--- config.mk ---
export PLATFORM = sky130hd
export DESIGN_NAME = axi4lite_regbank_nxm
export DESIGN_NICKNAME = d
export VERILOG_FILES = /design/src/rtl/axi4lite_regbank_nxm.sv
export SDC_FILE = /design/constraint.sdc
export NUM_CORES = 1
export LEC_CHECK = 0
export CAP_MARGIN = 10
export CORE_AREA = 2 2 145 147
export CTS_CLUSTER_SIZE = 24
export DETAILED_ROUTE_END_ITERATION = 7
export DIE_AREA = 0 0 147 149
export GPL_ROUTABILITY_DRIVEN = 0
export GPL_TIMING_DRIVEN = 0
export PLACE_DENSITY = 0.87
export SETUP_SLACK_MARGIN = 0.2
export SYNTH_ARGS = -nofsm -noshare
export SYNTH_HDL_FRONTEND = slang
export SYNTH_SLANG_ARGS = --single-unit
--- constraint.sdc ---
create_clock -name S_AXI_ACLK -period 5.65 [get_ports S_AXI_ACLK]
set_clock_uncertainty 0.2 [all_clocks]
set_input_delay 0.565 -clock S_AXI_ACLK [delete_from_list [all_inputs] [get_ports S_AXI_ACLK]]
set_output_delay 0.565 -clock S_AXI_ACLK [all_outputs]
set_load 0.02 [all_outputs]
--- src/rtl/axi4lite_regbank_nxm.sv ---
// AXI4-Lite slave register bank: N_WR software-written control words followed by N_RD firmware status words.
// Define PIX28_AXI_SLVERR_EN to return SLVERR for unmapped accesses and writes to status words.
module axi4lite_regbank_nxm #(
    parameter int C_S_AXI_DATA_WIDTH = 32,
    parameter int C_S_AXI_ADDR_WIDTH = 11,
    parameter int N_WR               = 4,
    parameter int N_RD               = 4
) (
    input  logic                            S_AXI_ACLK,
    input  logic                            S_AXI_ARESETN,
    input  logic [C_S_AXI_ADDR_WIDTH-1:0]   S_AXI_AWADDR,
    input  logic [2:0]                      S_AXI_AWPROT,
    input  logic                            S_AXI_AWVALID,
    output logic                            S_AXI_AWREADY,
    input  logic [C_S_AXI_DATA_WIDTH-1:0]   S_AXI_WDATA,
    input  logic [C_S_AXI_DATA_WIDTH/8-1:0] S_AXI_WSTRB,
    input  logic                            S_AXI_WVALID,
    output logic                            S_AXI_WREADY,
    output logic [1:0]                      S_AXI_BRESP,
    output logic                            S_AXI_BVALID,
    input  logic                            S_AXI_BREADY,
    input  logic [C_S_AXI_ADDR_WIDTH-1:0]   S_AXI_ARADDR,
    input  logic [2:0]                      S_AXI_ARPROT,
    input  logic                            S_AXI_ARVALID,
    output logic                            S_AXI_ARREADY,
    output logic [C_S_AXI_DATA_WIDTH-1:0]   S_AXI_RDATA,
    output logic [1:0]                      S_AXI_RRESP,
    output logic                            S_AXI_RVALID,
    input  logic                            S_AXI_RREADY,
    output logic [32*N_WR-1:0]              sw_write32,
    output logic [N_WR-1:0]                 sw_write_pulse,
    input  logic [32*N_RD-1:0]              sw_read32,
    output logic [N_RD-1:0]                 sw_read_pulse
);

    localparam logic [1:0] W_IDLE = 2'd0;
    localparam logic [1:0] W_ACK  = 2'd1;
    localparam logic [1:0] W_RESP = 2'd2;

    localparam logic [1:0] R_IDLE = 2'd0;
    localparam logic [1:0] R_ACK  = 2'd1;
    localparam logic [1:0] R_DATA = 2'd2;

    localparam logic [1:0] RESP_OKAY   = 2'b00;
    localparam logic [1:0] RESP_SLVERR = 2'b10;

    logic [1:0]  w_state_q, w_state_d;
    logic [1:0]  r_state_q, r_state_d;
    logic [31:0] regs_q [N_WR];
    logic [31:0] regs_d [N_WR];
    logic [N_WR-1:0] wpulse_q, wpulse_d;
    logic [N_RD-1:0] rpulse_q, rpulse_d;
    logic [1:0]  bresp_q, bresp_d;
    logic [1:0]  rresp_q, rresp_d;
    logic [31:0] rdata_q, rdata_d;
    logic [31:0] aw_word;
    logic [31:0] ar_word;

    assign aw_word = 32'(S_AXI_AWADDR[C_S_AXI_ADDR_WIDTH-1:2]);
    assign ar_word = 32'(S_AXI_ARADDR[C_S_AXI_ADDR_WIDTH-1:2]);

    logic unused_ok;
    assign unused_ok = ^{S_AXI_AWPROT, S_AXI_ARPROT, S_AXI_AWADDR[1:0], S_AXI_ARADDR[1:0]};

`ifdef PIX28_AXI_SLVERR_EN
    logic aw_is_ctrl;
    logic ar_is_mapped;
    assign aw_is_ctrl   = (aw_word < 32'(N_WR));
    assign ar_is_mapped = (ar_word < 32'(N_WR + N_RD));
`endif

    // AW and W are consumed together; address and data are still held by the master in W_ACK.
    always_comb begin
        w_state_d = w_state_q;
        regs_d    = regs_q;
        wpulse_d  = '0;
        bresp_d   = bresp_q;
        case (w_state_q)
            W_IDLE: if (S_AXI_AWVALID && S_AXI_WVALID) w_state_d = W_ACK;
            W_ACK: begin
                w_state_d = W_RESP;
                for (int unsigned k = 0; k < N_WR; k++) begin
                    if (aw_word == 32'(k)) begin
                        wpulse_d[k] = 1'b1;
                        for (int unsigned b = 0; b < 4; b++) begin
                            if (S_AXI_WSTRB[b]) regs_d[k][8*b +: 8] = S_AXI_WDATA[8*b +: 8];
                        end
                    end
                end
`ifdef PIX28_AXI_SLVERR_EN
                bresp_d = aw_is_ctrl ? RESP_OKAY : RESP_SLVERR;
`else
                bresp_d = RESP_OKAY;
`endif
            end
            W_RESP: if (S_AXI_BREADY) w_state_d = W_IDLE;
            default: w_state_d = W_IDLE;
        endcase
    end

    // regs_q is sampled before this edge's write lands, so a colliding read returns the old value.
    always_comb begin
        r_state_d = r_state_q;
        rdata_d   = rdata_q;
        rresp_d   = rresp_q;
        rpulse_d  = '0;
        case (r_state_q)
            R_IDLE: if (S_AXI_ARVALID) r_state_d = R_ACK;
            R_ACK: begin
                r_state_d = R_DATA;
                rdata_d   = '0;
                for (int unsigned k = 0; k < N_WR; k++) begin
                    if (ar_word == 32'(k)) rdata_d = regs_q[k];
                end
                for (int unsigned j = 0; j < N_RD; j++) begin
                    if (ar_word == 32'(N_WR + j)) begin
                        rdata_d     = sw_read32[32*j +: 32];
                        rpulse_d[j] = 1'b1;
                    end
                end
`ifdef PIX28_AXI_SLVERR_EN
                rresp_d = ar_is_mapped ? RESP_OKAY : RESP_SLVERR;
`else
                rresp_d = RESP_OKAY;
`endif
            end
            R_DATA: if (S_AXI_RREADY) r_state_d = R_IDLE;
            default: r_state_d = R_IDLE;
        endcase
    end

    always_ff @(posedge S_AXI_ACLK) begin
        if (!S_AXI_ARESETN) begin
            w_state_q <= W_IDLE;
            r_state_q <= R_IDLE;
            regs_q    <= '{default: '0};
            wpulse_q  <= '0;
            rpulse_q  <= '0;
            bresp_q   <= RESP_OKAY;
            rresp_q   <= RESP_OKAY;
            rdata_q   <= '0;
        end else begin
            w_state_q <= w_state_d;
            r_state_q <= r_state_d;
            regs_q    <= regs_d;
            wpulse_q  <= wpulse_d;
            rpulse_q  <= rpulse_d;
            bresp_q   <= bresp_d;
            rresp_q   <= rresp_d;
            rdata_q   <= rdata_d;
        end
    end

    assign S_AXI_AWREADY  = (w_state_q == W_ACK);
    assign S_AXI_WREADY   = (w_state_q == W_ACK);
    assign S_AXI_BVALID   = (w_state_q == W_RESP);
    assign S_AXI_BRESP    = bresp_q;
    assign S_AXI_ARREADY  = (r_state_q == R_ACK);
    assign S_AXI_RVALID   = (r_state_q == R_DATA);
    assign S_AXI_RRESP    = rresp_q;
    assign S_AXI_RDATA    = rdata_q;
    assign sw_write_pulse = wpulse_q;
    assign sw_read_pulse  = rpulse_q;

    always_comb begin
        sw_write32 = '0;
        for (int unsigned k = 0; k < N_WR; k++) sw_write32[32*k +: 32] = regs_q[k];
    end

endmodule
# Word-level counts from Yosys, hierarchy flattened
# Index checks and enable logic that the tools add are counted.
[totals]
reg_bits = 172
inputBits = 199
out_inout_bits = 177
[op_classes]
n_eq_ne = 18
muxes = 22
reduce_logical = 25
[op_table]
columns = ["op", "count"]
rows = [
  ["$mux 32", 8],
  ["$logic_not 32->1", 2],
  ["$reduce_and 3->1", 16],
  ["$eq 9x2->1 const B", 4],
  ["$eq 9x3->1 const B", 4],
  ["$eq 9x1->1 const B", 2],
  ["$pmux 2 s3", 2],
  ["$mux 1", 8],
  ["$mux 2", 4],
  ["$reduce_and 2->1", 4],
  ["$eq 2x1->1 const B", 2],
  ["$eq 2x2->1 const B", 2],
  ["$logic_not 2->1", 2],
  ["$ne 2x1->1 const B", 2],
  ["$ne 2x2->1 const B", 2],
  ["$logic_and 1x1->1", 1],
]

# Longest topological paths before layout
[logic_depth]
ltp_word = 9
ltp_mapped = 8

# Worst setup path before layout
# OpenSTA, ideal clock, no wires.
[synth_path]
kind = "input to register"
start = "in S_AXI_ARADDR[7]"
end = "reg rdata_q[11] (netlist: S_AXI_RDATA[11])"
setup_time_ns = 0.067
arrival_ns = 2.067
t_required_ns = 5.383
slack_ns = 3.315
stages = 5
path_cell_list = "or4_4 > or4_4 > buf_6 > o31a_1 > o21ai_2"
[synth_between]
elab_chain_cells = 9
word_cells_on_any_way = 16
cone_classes = "eq/ne: 7; mux: 8; reduce/logical: 1"
[synth_lines]
columns = ["element", "line_no", "rtl"]
rows = [
  ["from (decl)", "22", "input logic [C_S_AXI_ADDR_WIDTH-1:0] S_AXI_ARADDR,"],
  ["$logic_not 32->1", "113", "if (ar_word == 32'(k)) rdata_d = regs_q[k];"],
  ["$mux 32 (4 in a row)", "113", ""],
  ["$mux 32 (3 in a row)", "116", "if (ar_word == 32'(N_WR + j)) begin"],
  ["$mux 32 (*)", "116", ""],
  ["to (signal assigned)", "150", "rdata_q <= rdata_d;"],
  ["to (decl)", "55", "logic [31:0] rdata_q, rdata_d;"],
]
# Mark *: on every way between the ends. The rest lies on a longest branch, timed or not.
# A chain may end at the register's enable or synchronous reset.

# Final worst setup path
[layout_path]
start = "in S_AXI_ARADDR[3]"
end = "reg rdata_q[15] (netlist: S_AXI_RDATA[15])"
# The elaborated chain is that of the path after synthesis.

==> flow_summary_export.csv <==
group,metric,value,unit
status,outcome,"complete, no violations",
setup_path,r2r_end,"sw_write32[6]",
synth,synth_cell_types,52,
setup_path,path_class,"input pin to flop",
sta,max_freq,0.304,GHz
place,portBuffers,359,
pwr,p_leak,0.00427,uW
cts,cts_tree,"done",
setup_path,worst-path-stages,8,
synth,synth_top_area_share,39.9,%
pwr,power_density,214,nW/um^2
worst_hold_path,hp-class,"flop to flop",
cts,insertion_delay,0.45,ns
sta,slew_headroom,33.6,%
sta,drv_slew,0,
setup_path,path_cells,"clkdlybuf4s50_1, or2_2, clkbuf_1, clkbuf_1, o21ai_0, a22oi_1, o32a_1, o21ai_1",
floorplanning,die_area,21900,sq um
setup_path,crit_path_end,"S_AXI_RDATA[15]",
setup_path,crit_path_top_delay_cell,"clkdlybuf4s50_1",
sta,worst_pin_slew,0.988,ns
cts,clk_pin_slew,0.07,ns
floorplanning,die_height,149,um
setup_path,cp_slowest_stage_delay,0.71,ns
setup_path,worstReg2RegStart,"w_state_q[0]",
drt,wl_per_cell,24.2,um
drt,via_per_inst,6.28,
setup_path,cp_num_buf_inv,3,
setup_path,critPathCaptureType,"flop",
job,maxCapViolCount,0,
sta,finalCriticalPeriod,3.29,ns
cells_and_area,fin_area,13200,sq um
setup_path,cp_common_cell,"clkbuf_1",
pwr,vdd_drop_max,205,uV
sta,finalSetupViolCount,0,
place,dpl_cell_area,12600,sq um
global_routing,grt_pass1_wl,63600,um
synth,ys_dominant_reg_cell,"dfxtp_1",
setup_path,crit_fanout,10,
synth,syn_area,8630,sq um
setup_path,regToRegSetupSlack,3.01,ns
sta,hold_violations,0,
synth,ys_ff_latch,172,
cts,cts_buffers,17,
floorplanning,core,20600,sq um
synth,yosysMostFrequentCell,"o21ai_0",
floorplanning,num_rows,53,
cts,cts_sinks,172,
sta,timing.hold.ws,0.240,ns
cells_and_area,nNetsFinal,1708,
global_routing,grt_pass1_vias,10800,
drt,first_pass_iters,8,
synth,post_synth_inst_count,1128,
setup_path,critPathArrivalTime,3.42,ns
synth,synth_edf_count,0,
cts,cts_resized,0,
cells_and_area,drive_above_1_share,5.45,%
sta,period_share,58.3,%
cts,h-tree-depth,4,
cells_and_area,area_growth,52.6,%
setup_path,path_delay_family,"buffers and inverters",
drt,num_vias,11300,
place,post-place-ws,2.04,ns
global_routing,track_usage,38.2,%
synth,synth_area_leaders,"dfxtp_1 40%, o21ai_0 12%, a21oi_1 8.3%",
synth,yosys.area.top_type,"dfxtp_1",
floorplanning,start_util,42.0,%
cts,clock-root-buffer,"clkbuf_16",
global_routing,antenna_found_initial,2,
drt,drt-total-wl,43600,um
sta,rsz0062_at_grt,"no",
cts,clockBufferDepth,2,
floorplanning,io-pin-count,376,
place,dpl.hpwl,33000,um
setup_path,reg2reg_depth,7,
sta,fin_ws,2.36,ns
global_routing,grt_max_degree,18,
setup_path,required,5.78,ns
drt,ant_nets,0,
drt,drtIter0Drc,1716,
global_routing,overflow,0,
synth,yosysSeqAreaShare,39.9,%
setup_path,start_kind,"input pin",
floorplanning,die_w,147,um
cts,cts_setup_buffers,0,
synth,async_reset_ff_share,0,%
synth,syn-mean-instance-area,7.65,sq um
setup_path,cp-startpoint,"S_AXI_ARADDR[3]",
synth,ys_warn_count,0,
drt,drc_errors,0,
sta,fin_tns_setup,0,ns
synth,yosys-top-cells-count,"199 x o21ai_0, 172 x dfxtp_1, 143 x a21oi_1, 139 x nand2_1, 90 x nor2_1",
cts,holdBufCountCts,0,
-- final cells by class --
type	instances	area, sq um
Antenna cell	1	2.50
Buffer	96	413
Clock buffer	18	439
Clock inverter	14	153
Fill cell	1762	7380
Inverter	20	75.1
Multi-Input combinational cell	843	4710
Sequential cell	172	3440
Tap cell	275	344
Timing Repair Buffer	359	3590
-- per-layer routing --
| metal | vias up | global-route usage [%] | wire, um |
|---|---|---|---|
| met5 | - | 0 | 12 |
| met4 | 2 | 24.4 | 3130 |
| met3 | 240 | 10.9 | 5910 |
| met2 | 1036 | 60.4 | 19200 |
| met1 | 5158 | 45.8 | 15400 |
| li1 | 4855 | - | - |
-- registers in the layout, summed over array words and instances, names as in the netlist --
register,flops
S_AXI_RDATA,32
r_state_q,2
sw_write32,128
sw_write_pulse,4
sw_read_pulse,4
w_state_q,2
-- worst min path at each step --
| stage | slack, ns | depth (start not counted) | endpoint | start |
|---|---|---|---|---|
| after floorplan | 0.21 | 1 | w_state_q[0] | w_state_q[0] |
| after global placement | 0.22 | 1 | w_state_q[0] | w_state_q[0] |
| after detailed placement | 0.23 | 1 | w_state_q[0] | w_state_q[1] |
| after CTS | 0.24 | 1 | w_state_q[0] | w_state_q[0] |
| after global routing | 0.27 | 1 | w_state_q[0] | w_state_q[0] |
| final | 0.24 | 1 | w_state_q[0] | w_state_q[0] |
-- worst register-to-register path, stage by stage, from the launching register on --
cell      delay (ns)
dfxtp_1         0.34
nor2b_1         0.13
clkbuf_1        0.31
nand3_1         0.19
nor3_1          0.80
buf_2           0.38
nand3_1         0.10
o31ai_1         0.10
-- cell families (layout without fill, tap and decap cells) --
logic type      after synthesis  after routing  share of synthesized area [%]
compound gates              482            482                           32.8
simple gates                338            338                           17.8
flops                       172            172                           39.9
buf+inv                     116            507                           5.65
mux                          19             19                           3.81
other cells                   1              5                         0.0434
-- metrics by stage --
| step | utilization, % | total power [uW] | cells |
|---|---|---|---|
| after floorplan | - | 1390 | 1131 |
| after global placement | 61.2 | 1620 | 1765 |
| after detailed placement | 61.2 | 1620 | 1765 |
| after CTS | 64.1 | 2790 | 1797 |
| after global routing | 64.1 | 2870 | 1798 |
| final | 64.1 | 2810 | 1798 |
-- layout by cell type (no fill, tap or decap), drive strengths merged, types with 3 or more instances in the layout --
cell type / n
clkinv: 4
a32o: 6
inv: 27
clkdlybuf4s50: 359
nand2: 140
nor2b: 13
and2: 6
mux4: 11
nor4: 4
nand3: 44
o21ai: 211
clkbuf: 85
o32a: 17
a21oi: 143
o2bb2ai: 5
a22oi: 20
nand2b: 12
conb: 4
a2bb2oi: 3
or2: 5
o21a: 18
nor3b: 4
nor4b: 3
nor2: 90
a221oi: 8
dfxtp: 172
o221ai: 18
o22ai: 17
mux2i: 7
nor3: 8
o31ai: 5
o31a: 3
buf: 29
-- power breakdown --
group          switching [uW]  total [uW]  internal [uW]
clock network             566        1200            638
logic                     206         392            186
registers                2.64        1220           1220
Power figures use the tool's default switching activity.
